<file path="config.mk">
export PLATFORM = sky130hd
export DESIGN_NAME = pwm_dec
export DESIGN_NICKNAME = d
export VERILOG_FILES = /design/src/rtl/pwm_dec.sv
export SDC_FILE = /design/constraint.sdc
export NUM_CORES = 1
export LEC_CHECK = 0
export ABC_CLOCK_PERIOD_IN_PS = 2800
export BUFFER_PORTS_ARGS = -buffer_cell sky130_fd_sc_hd__buf_2
export CORE_MARGIN = 8
export CORE_UTILIZATION = 25
export DETAILED_ROUTE_END_ITERATION = 8
export SLEW_MARGIN = 20
export SYNTH_ARGS = -nofsm -noshare
export SYNTH_HDL_FRONTEND = slang
export SYNTH_SLANG_ARGS = --single-unit
</file>
<file path="constraint.sdc">
create_clock -name clk -period 2.8 [get_ports clk]
set_input_delay 0.42 -clock clk [delete_from_list [all_inputs] [get_ports clk]]
set_output_delay 0.42 -clock clk [all_outputs]
set_load 0.05 [all_outputs]
</file>
<file path="src/rtl/pwm_dec.sv">
`default_nettype none
// ============================================================================
//  Module      : pwm_dec
//  Description : Receive-side PWM decoder. Synchronizes the asynchronous
//                PWM_1V8 line, measures the high time and the period of each
//                complete PWM cycle in clock cycles and reports them with a
//                one-cycle valid pulse. A phase that stays at one level for
//                longer than TIMEOUT clocks is reported as a stuck line.
//  Revision    : 1.0 - initial release
// ============================================================================
module pwm_dec #(
    parameter int CNT_W   = 16,
    parameter int TIMEOUT = 16384
) (
    input  logic             clk,
    input  logic             reset,
    input  logic             en,
    input  logic             PWM_1V8,
    output logic [CNT_W-1:0] high_cnt,
    output logic [CNT_W-1:0] period_cnt,
    output logic             valid,
    output logic             timeout,
    output logic             stuck,
    output logic [1:0]       state
);

    // ------------------------------------------------------------------------
    // State encoding. Code 3 is unused and recovers to IDLE.
    // ------------------------------------------------------------------------
    typedef enum logic [1:0] {
        IDLE = 2'd0,
        HIGH = 2'd1,
        LOW  = 2'd2
    } state_t;

    // Counter limits at counter width. TIMEOUT < 2^(CNT_W-1) keeps the sum
    // of a maximal high and a maximal low phase inside CNT_W bits.
    localparam logic [CNT_W-1:0] TMO_VAL  = CNT_W'(TIMEOUT);
    localparam logic [CNT_W-1:0] CNT_ONE  = CNT_W'(1);
    localparam logic [CNT_W-1:0] CNT_ZERO = '0;

    // ------------------------------------------------------------------------
    // Input synchronizer and edge detection
    // ------------------------------------------------------------------------
    logic s1;
    logic s2;
    logic sp;
    logic rise;
    logic fall;

    // Two-flop synchronizer for the asynchronous line plus a delayed copy
    // of the synchronized level for edge detection.
    always_ff @(posedge clk or posedge reset) begin
        if (reset) begin
            s1 <= 1'b0;
            s2 <= 1'b0;
            sp <= 1'b0;
        end else begin
            s1 <= PWM_1V8;
            s2 <= s1;
            sp <= s2;
        end
    end

    assign rise = s2 & ~sp;
    assign fall = ~s2 & sp;

    // ------------------------------------------------------------------------
    // FSM and measurement datapath
    // ------------------------------------------------------------------------
    state_t           cur_state;
    state_t           nxt_state;

    logic [CNT_W-1:0] hcnt;
    logic [CNT_W-1:0] lcnt;
    logic [CNT_W-1:0] hcnt_nxt;
    logic [CNT_W-1:0] lcnt_nxt;
    logic [CNT_W-1:0] high_nxt;
    logic [CNT_W-1:0] period_nxt;
    logic             valid_nxt;
    logic             timeout_nxt;
    logic             stuck_nxt;

    // State register.
    always_ff @(posedge clk or posedge reset) begin
        if (reset) begin
            cur_state <= IDLE;
        end else begin
            cur_state <= nxt_state;
        end
    end

    // Next-state, counter and result logic. An edge arriving in the same
    // cycle that a counter reaches the limit takes priority over the
    // timeout, so a phase of exactly TIMEOUT clocks is still measured.
    always_comb begin
        nxt_state   = cur_state;
        hcnt_nxt    = hcnt;
        lcnt_nxt    = lcnt;
        high_nxt    = high_cnt;
        period_nxt  = period_cnt;
        valid_nxt   = 1'b0;
        timeout_nxt = timeout;
        stuck_nxt   = stuck;

        if (!en) begin
            // Disabled: abandon any measurement, keep the last results.
            nxt_state = IDLE;
            hcnt_nxt  = CNT_ZERO;
            lcnt_nxt  = CNT_ZERO;
        end else begin
            case (cur_state)
                IDLE: begin
                    hcnt_nxt = CNT_ZERO;
                    lcnt_nxt = CNT_ZERO;
                    if (rise) begin
                        // The rise cycle is the first high clock.
                        nxt_state = HIGH;
                        hcnt_nxt  = CNT_ONE;
                    end
                end

                HIGH: begin
                    if (fall) begin
                        // The fall cycle is the first low clock.
                        nxt_state = LOW;
                        lcnt_nxt  = CNT_ONE;
                    end else if (hcnt == TMO_VAL) begin
                        nxt_state   = IDLE;
                        hcnt_nxt    = CNT_ZERO;
                        lcnt_nxt    = CNT_ZERO;
                        timeout_nxt = 1'b1;
                        stuck_nxt   = s2;
                    end else if (s2) begin
                        hcnt_nxt = hcnt + CNT_ONE;
                    end
                end

                LOW: begin
                    if (rise) begin
                        // A full cycle has completed: publish it and start
                        // measuring the next high phase right away.
                        high_nxt    = hcnt;
                        period_nxt  = hcnt + lcnt;
                        valid_nxt   = 1'b1;
                        timeout_nxt = 1'b0;
                        nxt_state   = HIGH;
                        hcnt_nxt    = CNT_ONE;
                        lcnt_nxt    = CNT_ZERO;
                    end else if (lcnt == TMO_VAL) begin
                        nxt_state   = IDLE;
                        hcnt_nxt    = CNT_ZERO;
                        lcnt_nxt    = CNT_ZERO;
                        timeout_nxt = 1'b1;
                        stuck_nxt   = s2;
                    end else if (!s2) begin
                        lcnt_nxt = lcnt + CNT_ONE;
                    end
                end

                default: begin
                    // Illegal encoding: recover cleanly.
                    nxt_state = IDLE;
                    hcnt_nxt  = CNT_ZERO;
                    lcnt_nxt  = CNT_ZERO;
                end
            endcase
        end
    end

    // Counter and output registers; every output comes straight from a flop.
    always_ff @(posedge clk or posedge reset) begin
        if (reset) begin
            hcnt       <= CNT_ZERO;
            lcnt       <= CNT_ZERO;
            high_cnt   <= CNT_ZERO;
            period_cnt <= CNT_ZERO;
            valid      <= 1'b0;
            timeout    <= 1'b0;
            stuck      <= 1'b0;
        end else begin
            hcnt       <= hcnt_nxt;
            lcnt       <= lcnt_nxt;
            high_cnt   <= high_nxt;
            period_cnt <= period_nxt;
            valid      <= valid_nxt;
            timeout    <= timeout_nxt;
            stuck      <= stuck_nxt;
        end
    end

    assign state = cur_state;

endmodule
`default_nettype wire

</file>
==> results of run 1 <==
==> worst max-delay path: stages, from the launching register on <==
cell       delay [ns]
dfrtp_1          0.46
or4_1            0.60
nor4_4           0.35
a2111oi_2        0.13
or3_1            0.60
o41ai_2          0.39
==> worst min-delay path by stage <==
stage            start  to  slack, ns  cells past startpoint
5_1_grt        PWM_1V8  s1       0.18                      1
2_1_floorplan       s1  s2       0.33                      0
3_3_place_gp        s1  s2       0.33                      0
4_1_cts        PWM_1V8  s1       0.17                      1
3_5_place_dp        s1  s2       0.34                      0
6_report       PWM_1V8  s1       0.18                      1
==> routing by layer <==
metal,part of all wire [%],vias up,GRT usage (%)
met5,0,-,0
met4,2.3,0,5.35
met2,43,99,17.3
met1,48,1841,15.1
met3,6.2,18,2.75
li1,-,1946,-
==> cells in the mapped netlist (7+ instances only) <==
cell type	n
inv_1	22
nor2_1	9
nor3_1	17
ha_1	23
o21a_1	7
nand2b_1	7
or4_1	12
a21oi_1	16
dfrtp_1	72
o31ai_1	18
a211oi_1	12
o21ai_0	40
or3_1	10
nand4_1	15
nand2_1	74
clkbuf_1	20
nand3_1	24
nor4_1	8
==> power groups by stage <==
stage / registers [mW] / clock network, mW / logic, mW
2_1_floorplan: 1.27 / 0 / 0.298
3_3_place_gp: 1.15 / 0 / 0.619
3_5_place_dp: 1.15 / 0 / 0.616
4_1_cts: 1.13 / 1.35 / 0.619
5_1_grt: 1.14 / 1.40 / 0.679
6_report: 1.13 / 1.32 / 0.610
==> registers in the layout (all words and copies together) (netlist names) <==
name and count:
s2 1, period_cnt 16, s1 1, sp 1
state 2, high_cnt 16, valid 1, hcnt 16
stuck 1, lcnt 16, timeout 1
==> cell type report <==
| cell class | instances | area [um^2] |
|---|---|---|
| Tap cell | 225 | 282 |
| Sequential cell | 72 | 1800 |
| Clock buffer | 9 | 225 |
| Multi-Input combinational cell | 365 | 2370 |
| Timing Repair Buffer | 73 | 473 |
| Inverter | 24 | 90.1 |
| Fill cell | 1835 | 11800 |
| Clock inverter | 6 | 109 |
==> placed cells by master (no fill, tap or decap), types with 3 or more instances in the layout <==
| cell | netlist | final |
|---|---|---|
| inv_1 | 22 | 21 |
| nand3b_1 | 3 | 3 |
| and3_1 | 3 | 3 |
| or3_1 | 10 | 10 |
| nor3_1 | 17 | 17 |
| a211o_1 | 6 | 6 |
| nand2b_1 | 7 | 7 |
| buf_4 | 0 | 31 |
| o31ai_1 | 18 | 18 |
| o41ai_2 | 3 | 3 |
| mux2_2 | 3 | 3 |
| nor2b_1 | 3 | 3 |
| clkbuf_16 | 0 | 9 |
| nand4_1 | 15 | 15 |
| or2_2 | 3 | 3 |
| o22ai_1 | 4 | 4 |
| a21oi_1 | 16 | 16 |
| nor2_1 | 9 | 9 |
| buf_2 | 4 | 40 |
| ha_1 | 23 | 23 |
| nor4_1 | 8 | 8 |
| xor2_1 | 3 | 3 |
| o21ai_0 | 40 | 40 |
| o41ai_1 | 3 | 3 |
| nand3_1 | 24 | 23 |
| dfrtp_1 | 72 | 72 |
| o211ai_1 | 5 | 5 |
| a211oi_1 | 12 | 12 |
| o21a_1 | 7 | 7 |
| bufinv_16 | 0 | 3 |
| nand2_1 | 74 | 74 |
| or4_1 | 12 | 12 |
==> kinds of logic after synthesis <==
kind of cell | synth area share (%)
adders and majority gates | 7.07
buffers and inverters | 4.60
muxes | 1.24
DFF | 41.4
AOI/OAI and AO/OA | 21.8
xor gates and xnor gates | 1.01
and+or+nand+nor | 22.9
==> metrics, run 1 <==
minimum clock period=2.64 ns; grt ovf=0; Synth-to-Final Area Change=22.9%; Net Sw Frac=30.1%; Worst R2R End=hcnt[6]; drt pass-1 iters=5; FF-to-FF path depth=5; num ports=about 40; IO Port Bufs=40; cell internal pwr=2.14 mW; Post-DP Area=0.00501 mm^2; clock slew at reported path FFs=0.06 ns; Initial Utilization=25.3%; # setup viols final=0; n_diodes=0; fraction of registers with async set/reset=100%; pwr/cell area=572 mW/mm^2; Hold WC Path Type=in2reg; Synth Net Count=515; Final period util=94.4%; pre-CTS WS=between 0.15 and 0.2 ns; Row Count=48; sequential share of power=37.0%; VDD IR max=around 0.00025 V; Longest Clk Path Bufs=2; Die Height=148 um; Sink Count=72; Final Cell Area=0.00535 mm^2; Skew-Pair Late Insertion Delay=0.35 ns; Slew Viols, Final=0; Die W=148 um; # nets final=573; DR DRC count=0; gr usage total=11.4%; crit path from=hcnt[5]; Logic pwr share=19.9%; final hold vios=0; CTS Root Cell=clkbuf_16; CORE AREA=0.0172 mm^2; clk_skew=0.00876 ns; Tot Pwr=3.06 mW; ratio of cells with drive above 1 in the final layout=19.1%; Cell Count Post-Placement=759; Worst R2R Start=hcnt[5]; WHS=0.181 ns; syn_area_per_cell=8.94 um^2; Worst setup SP type=flop; Worst-Margin Slew=roughly 0.75 ns; hold buffer count at cts=0; DR iter-0 viols=290; Worst R2R Setup Slack=0.16 ns; max_slew headroom=50.2%; top-area cell type share of the netlist area=between 40% and 50%; leakage=2.43 nW; Max Cap Viol=0; vias in the first global route=3813; Max Fclk=0.378 GHz; CP max FO=10; number of synthesis warnings=0; Setup Crit Path Kind=reg2reg; post-route insts no fill=774; Via Count=between 3000 and 4000; initial antenna violation count=0; PnR worst setup slack=0.158 ns; WL/cell=approximately 16 um; RSZ-0062 raised after global routing=false; Gate Count Post-Synth=a little under 500; number of H-tree levels=3; final wirelength=roughly 12000 um; top cell type by total area after synthesis=dfrtp_1; HPWL after detailed placement=8960 um; status=complete, no violations; WP data required=3.04 ns; CP endpoint=hcnt[6]; post-CTS sizing=0; first-pass GRT wire length=20100 um; Crit path arrival time=~2.9 ns; Synth area leaders=dfrtp_1 41%, ha_1 6.6%, nand2_1 6.4%; pin count of the biggest net entering global routing=47; Switch Pwr=0.921 mW; CTS Buf Count=9; EDFF count, synth=0; postcts setup bufs=0; CTS tree=yes; fin util=around 31%; area of the die=between 0.02 and 0.025 mm^2; Worst setup EP type=flop; register area share after synthesis=41.4%; Distinct cells, synth=57; RD Place Congestion=0.848; flops & latches, synth=72; Setup TNS=0 ns; Top FF cell, synth=dfrtp_1; via/cell ratio=5.04; mapped cell area=0.00435 mm^2; Post-DRT Antenna Nets=0; Clock power frac=43.1%
Note: power is estimated with default switching activity, not from simulation.
==> inputs of run 2 (changes only) <==
--- a/config.mk
+++ b/config.mk
@@ -5,10 +5,12 @@
 export SDC_FILE = /design/constraint.sdc
 export NUM_CORES = 1
 export LEC_CHECK = 0
+export ABC_AREA = 1
 export ABC_CLOCK_PERIOD_IN_PS = 2800
 export BUFFER_PORTS_ARGS = -buffer_cell sky130_fd_sc_hd__buf_2
 export CORE_MARGIN = 8
 export CORE_UTILIZATION = 25
+export CTS_CLUSTER_DIAMETER = 150
 export DETAILED_ROUTE_END_ITERATION = 8
 export SLEW_MARGIN = 20
 export SYNTH_ARGS = -nofsm -noshare
==> run 2 against run 1 <==
  * Area after synthesis up 12%
  * Combinational power up 84%
  * Final area up 5.3%
  * Die area up 11%
  * Register-to-register slack better by 0.42 ns
  * Flip-flop and latch count unchanged
  * Clock power down 7%
  * Setup slack better by 0.42 ns
  * Fmax up 19%
  * Critical endpoint is now lcnt[1]
==> metrics, run 2 <==
CTS tree=yes (unchanged); post-route met1 wirelength=6200 um (was 5790 um); num ports=41 (unchanged); ratio of cells with drive above 1 in the final layout=12.2% (was 19.1%); first-pass GRT wire length=21600 um (was 20100 um); mapped cell area=0.00487 mm^2 (was 0.00435 mm^2); status=complete, no violations (unchanged); list of most frequent post-synthesis cells=204 x nand2_1, 79 x nand3_1, 75 x nor2_1 (was 74 x nand2_1, 72 x dfrtp_1, 40 x o21ai_0); Worst R2R Start=state[1] (was hcnt[5]); fraction of registers with async set/reset=100% (unchanged); CP max FO=17 (was 10); CTS Root Cell=clkbuf_16 (unchanged); EDFF count, synth=0 (unchanged); leakage=2.75 nW (was 2.43 nW); Max Cap Viol=0 (unchanged); Top FF cell, synth=dfrtp_1 (unchanged); DR DRC count=0 (unchanged); most frequent cells in the layout=204 x nand2_1, 79 x nand3_1, 75 x nor2_1 (was 74 x nand2_1, 72 x dfrtp_1, 40 x o21ai_0, 40 x buf_2, 31 x buf_4); IO Port Bufs=40 (unchanged); Slew Viols, Final=0 (unchanged); register area share after synthesis=37.0% (was 41.4%); Worst R2R Setup Slack=0.58 ns (was 0.16 ns); hold buffer count at cts=0 (unchanged); hold depth=1 (unchanged); gr usage total=11.2% (was 11.4%); Worst setup SP type=flop (unchanged); vias in the first global route=4164 (was 3813); Die Height=156 um (was 148 um); Distinct cells, synth=36 (was 57); PnR worst setup slack=0.577 ns (was 0.158 ns); HP Start=PWM_1V8 (unchanged); final hold vios=0 (unchanged); # nets final=754 (was 573); n_diodes=0 (unchanged); Tot Pwr=3.63 mW (was 3.06 mW); Cell Count Post-Placement=980 (was 759); number of synthesis warnings=0 (unchanged); VDD IR max=0.000303 V (was 0.000250 V); Synth Net Count=717 (was 515); met2 routed WL=5580 um (was 5220 um); via/cell ratio=4.52 (was 5.04); Setup Crit Path Kind=reg2reg (unchanged); final wirelength=12900 um (was 12000 um); minimum clock period=2.22 ns (was 2.64 ns); pre-CTS WS=0.626 ns (was 0.193 ns); top-area cell type share of the netlist area=37.0% (was 41.4%); Synth-to-Final Area Change=15.7% (was 22.9%); syn_area_per_cell=7.07 um^2 (was 8.94 um^2); Die W=156 um (was 148 um); Filler Cells Inserted=2171 (was 1835); initial antenna violation count=0 (unchanged); Initial Utilization=25.3% (about the same); CORE AREA=0.0193 mm^2 (was 0.0172 mm^2); max_slew headroom=45.1% (was 50.2%); Crit path arrival time=2.45 ns (was 2.88 ns); pwr/cell area=643 mW/mm^2 (was 572 mW/mm^2); RD Place Congestion=0.880 (was 0.848); count leader, synth=nand2_1 (unchanged); post-route insts no fill=996 (was 774); post-CTS sizing=0 (unchanged); top cell type by total area after synthesis=dfrtp_1 (unchanged); Gate Count Post-Synth=689 (was 487); commonest non-fill, non-tap cell in the layout=nand2_1 (unchanged); Worst setup EP type=flop (unchanged); Setup TNS=0 ns (unchanged); Worst-Margin Slew=0.822 ns (was 0.745 ns); Synth area leaders=dfrtp_1 37%, nand2_1 16%, nand3_1 8.1% (was dfrtp_1 41%, ha_1 6.6%, nand2_1 6.4%); clk_skew=0.0126 ns (was 0.00876 ns); Via Count=4505 (was 3904); end of the worst hold path=s1 (unchanged); Hold WC Path Type=in2reg (unchanged); Longest Clk Path Bufs=2 (unchanged); DR iter-0 viols=290 (unchanged); Worst R2R End=lcnt[1] (was hcnt[6]); Max Fclk=0.450 GHz (was 0.378 GHz); number of H-tree levels=3 (unchanged); # setup viols final=0 (unchanged); grt ovf=0 (unchanged); postcts setup bufs=0 (unchanged); pin count of the biggest net entering global routing=55 (was 47); HPWL after detailed placement=9810 um (was 8960 um); drt pass-1 iters=5 (unchanged); RSZ-0062 raised after global routing=false (unchanged); CTS Buf Count=9 (unchanged); Final period util=79.4% (was 94.4%); Skew-Pair Late Insertion Delay=0.35 ns (about the same); WL/cell=12.9 um (was 15.5 um); area of the die=0.0242 mm^2 (was 0.0219 mm^2); WP data required=3.03 ns (was 3.04 ns); FF-to-FF path depth=7 (was 5); flops & latches, synth=72 (unchanged); clock slew at reported path FFs=0.06 ns (about the same); DR top layer=met4 (unchanged); Sink Count=72 (unchanged); met3 WL=832 um (was 740 um); Row Count=51 (was 48); Post-DRT Antenna Nets=0 (unchanged)
==> run 2: cell types whose count changed in the layout (fill, tap and decap cells not counted), sizes merged, moves of 11 or more <==
cell | before | now
inv | 23 | 76
buf | 73 | 45
nand3 | 24 | 81
o31ai | 18 | 0
o21ai | 41 | 53
nor2 | 9 | 84
or4 | 13 | 0
nand2 | 74 | 209
a211oi | 12 | 1
==> run 2: cells by family (layout without fill, tap and decap cells) <==
kind of cell | count (synthesis) | count (layout) | synth area share, %
xor+xnor | 10 | 10 | 1.80
fa+ha+maj | 24 | 24 | 6.32
compound gates | 75 | 75 | 8.53
flops | 72 | 72 | 37.0
simple gates | 413 | 413 | 37.8
buf+inv | 95 | 137 | 8.56
==> run 2: report_power, final <==
part	leakage, nW	internal [mW]	switching, mW
combinational	1.65	0.234	0.888
sequential	0.949	1.18	0.0964
clock	0.150	0.780	0.446
==> run 2: layout make-up <==
type	count	area, um^2	area share (%)
clock buffers	11	233	4.13
inverters	76	285	5.06
multi-input cells	522	2650	47.1
flip-flops and latches	72	1800	32.0
repair buffers	45	250	4.44
clock inverters	5	81.3	1.44
well taps	265	332	5.88
==> run 2: metrics by stage <==
step | cell area [um^2] | hold WS, ns | util [%]
6_report | 5630 | 0.184 | 29.2
5_1_grt | 5630 | 0.185 | 29.2
4_1_cts | 5630 | 0.179 | 29.2
3_5_place_dp | 5320 | 0.336 | 27.6
3_3_place_gp | 5320 | 0.333 | 27.6
2_1_floorplan | 4870 | 0.331 | -
==> run 2: metal layers <==
metal	vias to the layer above	GRT usage, %
li1	2317	-
met1	2059	14.6
met2	109	17.0
met3	20	2.74
met4	0	5.18
met5	-	0
==> run 2: worst max path at each step <==
stage / start / to / slack, ns
after global placement: state[1] / lcnt[4] / 0.64
after global routing: state[1] / hcnt[10] / 0.37
final: state[1] / lcnt[1] / 0.58
after detailed placement: state[1] / lcnt[1] / 0.63
after CTS: state[1] / lcnt[1] / 0.60
after floorplan: reset / hcnt[0] / 0.56
==> run 2: critical path, cell delays in order, from the launching register on <==
cell	delay (ns)
dfrtp_1	0.43
inv_1	0.10
ha_1	0.59
nand3_2	0.36
nand2_4	0.28
inv_2	0.16
nand3_1	0.12
o21ai_2	0.06
==> inputs of run 3 (changes only) <==
--- a/config.mk
+++ b/config.mk
@@ -5,8 +5,8 @@
 export SDC_FILE = /design/constraint.sdc
 export NUM_CORES = 1
 export LEC_CHECK = 0
-export ABC_AREA = 1
-export ABC_CLOCK_PERIOD_IN_PS = 2800
+export ABC_AREA = 0
+export ABC_CLOCK_PERIOD_IN_PS = 2000
 export BUFFER_PORTS_ARGS = -buffer_cell sky130_fd_sc_hd__buf_2
 export CORE_MARGIN = 8
 export CORE_UTILIZATION = 25
==> constraint.sdc (replaced) <==
create_clock -name clk -period 2 [get_ports clk]
set_input_delay 0.3 -clock clk [delete_from_list [all_inputs] [get_ports clk]]
set_output_delay 0.3 -clock clk [all_outputs]
set_load 0.05 [all_outputs]
==> run 3 against run 2 <==
  * Die area decreased by 9.5%
  * First-iteration DRC count is 5.9% higher
  * Register-to-register slack lost 0.93 ns
  * Largest power group is now the clock network
  * Non-clock buffer count rose by 130
  * The flow now finishes with violations (setup timing)
  * Sequential power increased by 24%
  * Cell count is 12% lower
  * Highest routed layer unchanged
  * Fmax shrank 5.6%
==> metrics, run 3 (synthesis results as in run 1) <==
Post-DRT Antenna Nets=0 (unchanged); DR iter-0 viols=307 (was 290); vias in the first global route=4294 (was 4164); Die Height=148 um (was 156 um); n_diodes=0 (unchanged); fin util=39.9% (was 29.2%); Final period util=118% (was 79.4%); pin count of the biggest net entering global routing=73 (was 55); Row Count=48 (was 51); number of H-tree levels=3 (unchanged); HPWL after detailed placement=9680 um (was 9810 um); CORE AREA=0.0172 mm^2 (was 0.0193 mm^2); Worst setup SP type=flop (unchanged); WL/cell=16.0 um (was 12.9 um); Setup Crit Path Kind=reg2reg (unchanged); Sink Count=72 (unchanged); Hold WC Path Type=in2async (was in2reg); Worst R2R Setup Slack=-0.35 ns (was 0.58 ns); hold buffer count at cts=0 (unchanged); clock slew at reported path FFs=0.06 ns (about the same); leakage=3.02 nW (was 2.75 nW); VDD IR max=0.000494 V (was 0.000303 V); via/cell ratio=5.02 (was 4.52); status=finished with violations (was complete, no violations); Worst R2R End=lcnt[5] (was lcnt[1]); FF-to-FF path depth=6 (was 7); ratio of cells with drive above 1 in the final layout=44.5% (was 12.2%); Cell Count Post-Placement=839 (was 980); # nets final=675 (was 754); Slew Viols, Final=0 (unchanged); CP max FO=7 (was 17); RSZ-0062 raised after global routing=true (was false); Post-DP Area=0.00570 mm^2 (was 0.00532 mm^2); Worst R2R Start=hcnt[8] (was state[1]); num ports=41 (unchanged); gr usage total=12.7% (was 11.2%); PnR worst setup slack=-0.354 ns (was 0.577 ns); Worst-Margin Slew=0.759 ns (was 0.822 ns); max_slew headroom=48.1% (was 45.1%); clk_skew=0.00843 ns (was 0.0126 ns); pwr/cell area=690 mW/mm^2 (was 643 mW/mm^2); Initial Utilization=25.3% (about the same); commonest non-fill, non-tap cell in the layout=buf_4 (was nand2_1); grt ovf=0 (unchanged); most frequent cells in the layout=105 x buf_4, 74 x nand2_1, 70 x dfrtp_1 (was 204 x nand2_1, 79 x nand3_1, 75 x nor2_1); drt pass-1 iters=5 (unchanged); Crit path arrival time=2.63 ns (was 2.45 ns); WP data required=2.27 ns (was 3.03 ns); area of the die=0.0219 mm^2 (was 0.0242 mm^2); first-pass GRT wire length=22300 um (was 21600 um); post-route insts no fill=877 (was 996); WHS=0.0535 ns (was 0.184 ns); RD Place Congestion=0.838 (was 0.880); Die W=148 um (was 156 um); CTS tree=yes (unchanged); Via Count=4400 (was 4505); final wirelength=14000 um (was 12900 um); final hold vios=0 (unchanged); failing checks=setup timing; DR DRC count=0 (unchanged); initial antenna violation count=0 (unchanged); Max Cap Viol=0 (unchanged); Max Fclk=0.425 GHz (was 0.450 GHz); Synth-to-Final Area Change=57.3% (was 15.7%); Final Cell Area=0.00685 mm^2 (was 0.00563 mm^2); Worst setup EP type=flop (unchanged); IO Port Bufs=40 (unchanged); minimum clock period=2.35 ns (was 2.22 ns); CTS Root Cell=clkbuf_16 (unchanged); # setup viols final=40 (was 0); Skew-Pair Late Insertion Delay=0.35 ns (about the same); Tot Pwr=4.72 mW (was 3.63 mW); Longest Clk Path Bufs=2 (unchanged); CTS Buf Count=9 (unchanged)
-- run 3: cell types whose count changed in the layout (fill, tap and decap cells not counted), sizes merged, moves of 9 or more --
cell,change
or4,+13
nand2,-135
nor2,-75
o21ai,-12
o31ai,+18
a211oi,+11
nand3,-57
buf,+129
nor4,+9
or3,+10
inv,-51
-- run 3: area by class of cell --
cell class                      count  area [um^2]
Clock buffer                        9          225
Sequential cell                    72         1800
Timing Repair Buffer              175         1360
Clock inverter                      7          103
Inverter                           24         93.8
Fill cell                        1697        10300
Multi-Input combinational cell    365         2980
Tap cell                          225          282
-- run 3: how the worst max path moves through the flow --
stage | cells past startpoint | from | to
floorplan | 6 | hcnt[8] | hcnt[15]
global placement | 6 | hcnt[8] | lcnt[12]
detailed placement | 6 | hcnt[8] | lcnt[10]
CTS | 7 | hcnt[12] | lcnt[11]
global route | 6 | hcnt[8] | lcnt[5]
finish | 6 | hcnt[8] | lcnt[5]
-- run 3: per-stage QoR --
step                      setup TNS [ns]  setup WS (ns)
after global placement            -10.34         -0.349
final                              -9.48         -0.354
after floorplan                    -9.65         -0.336
after detailed placement          -11.43         -0.413
after global routing              -13.19         -0.427
after CTS                         -10.24         -0.342
-- run 3: what timing repair did --
action                     CTS  global route
hold endpoints to repair     0             0
pin swaps                   30            46
buffers inserted            12            13
setup endpoints to repair   47            47
resized for setup           63            70
cloned                       1             1
-- run 3: power by group --
group	leakage [nW]	internal [mW]	total, mW	switching [mW]
logic	1.87	0.552	1.33	0.781
clock network	0.157	1.11	1.80	0.694
registers	0.988	1.53	1.59	0.0628
-- run 3: critical path: stages (launching register included) --
cell and delay, ns:
dfrtp_1 0.38, or4_4 0.55, nor4_4 0.32, buf_6 0.18, o32ai_4 0.12, or4_1 0.57
a21oi_2 0.16
-- run 3: routing by layer --
layer / GRT usage (%) / routed length [um] / share of wire, % / vias up
met4: 5.92 / 342 / 2.4 / 0
met2: 19.5 / 6410 / 46 / 122
li1: - / - / - / 2148
met3: 2.45 / 690 / 4.9 / 23
met1: 16.9 / 6580 / 47 / 2107
met5: 0 / 0 / 0 / -
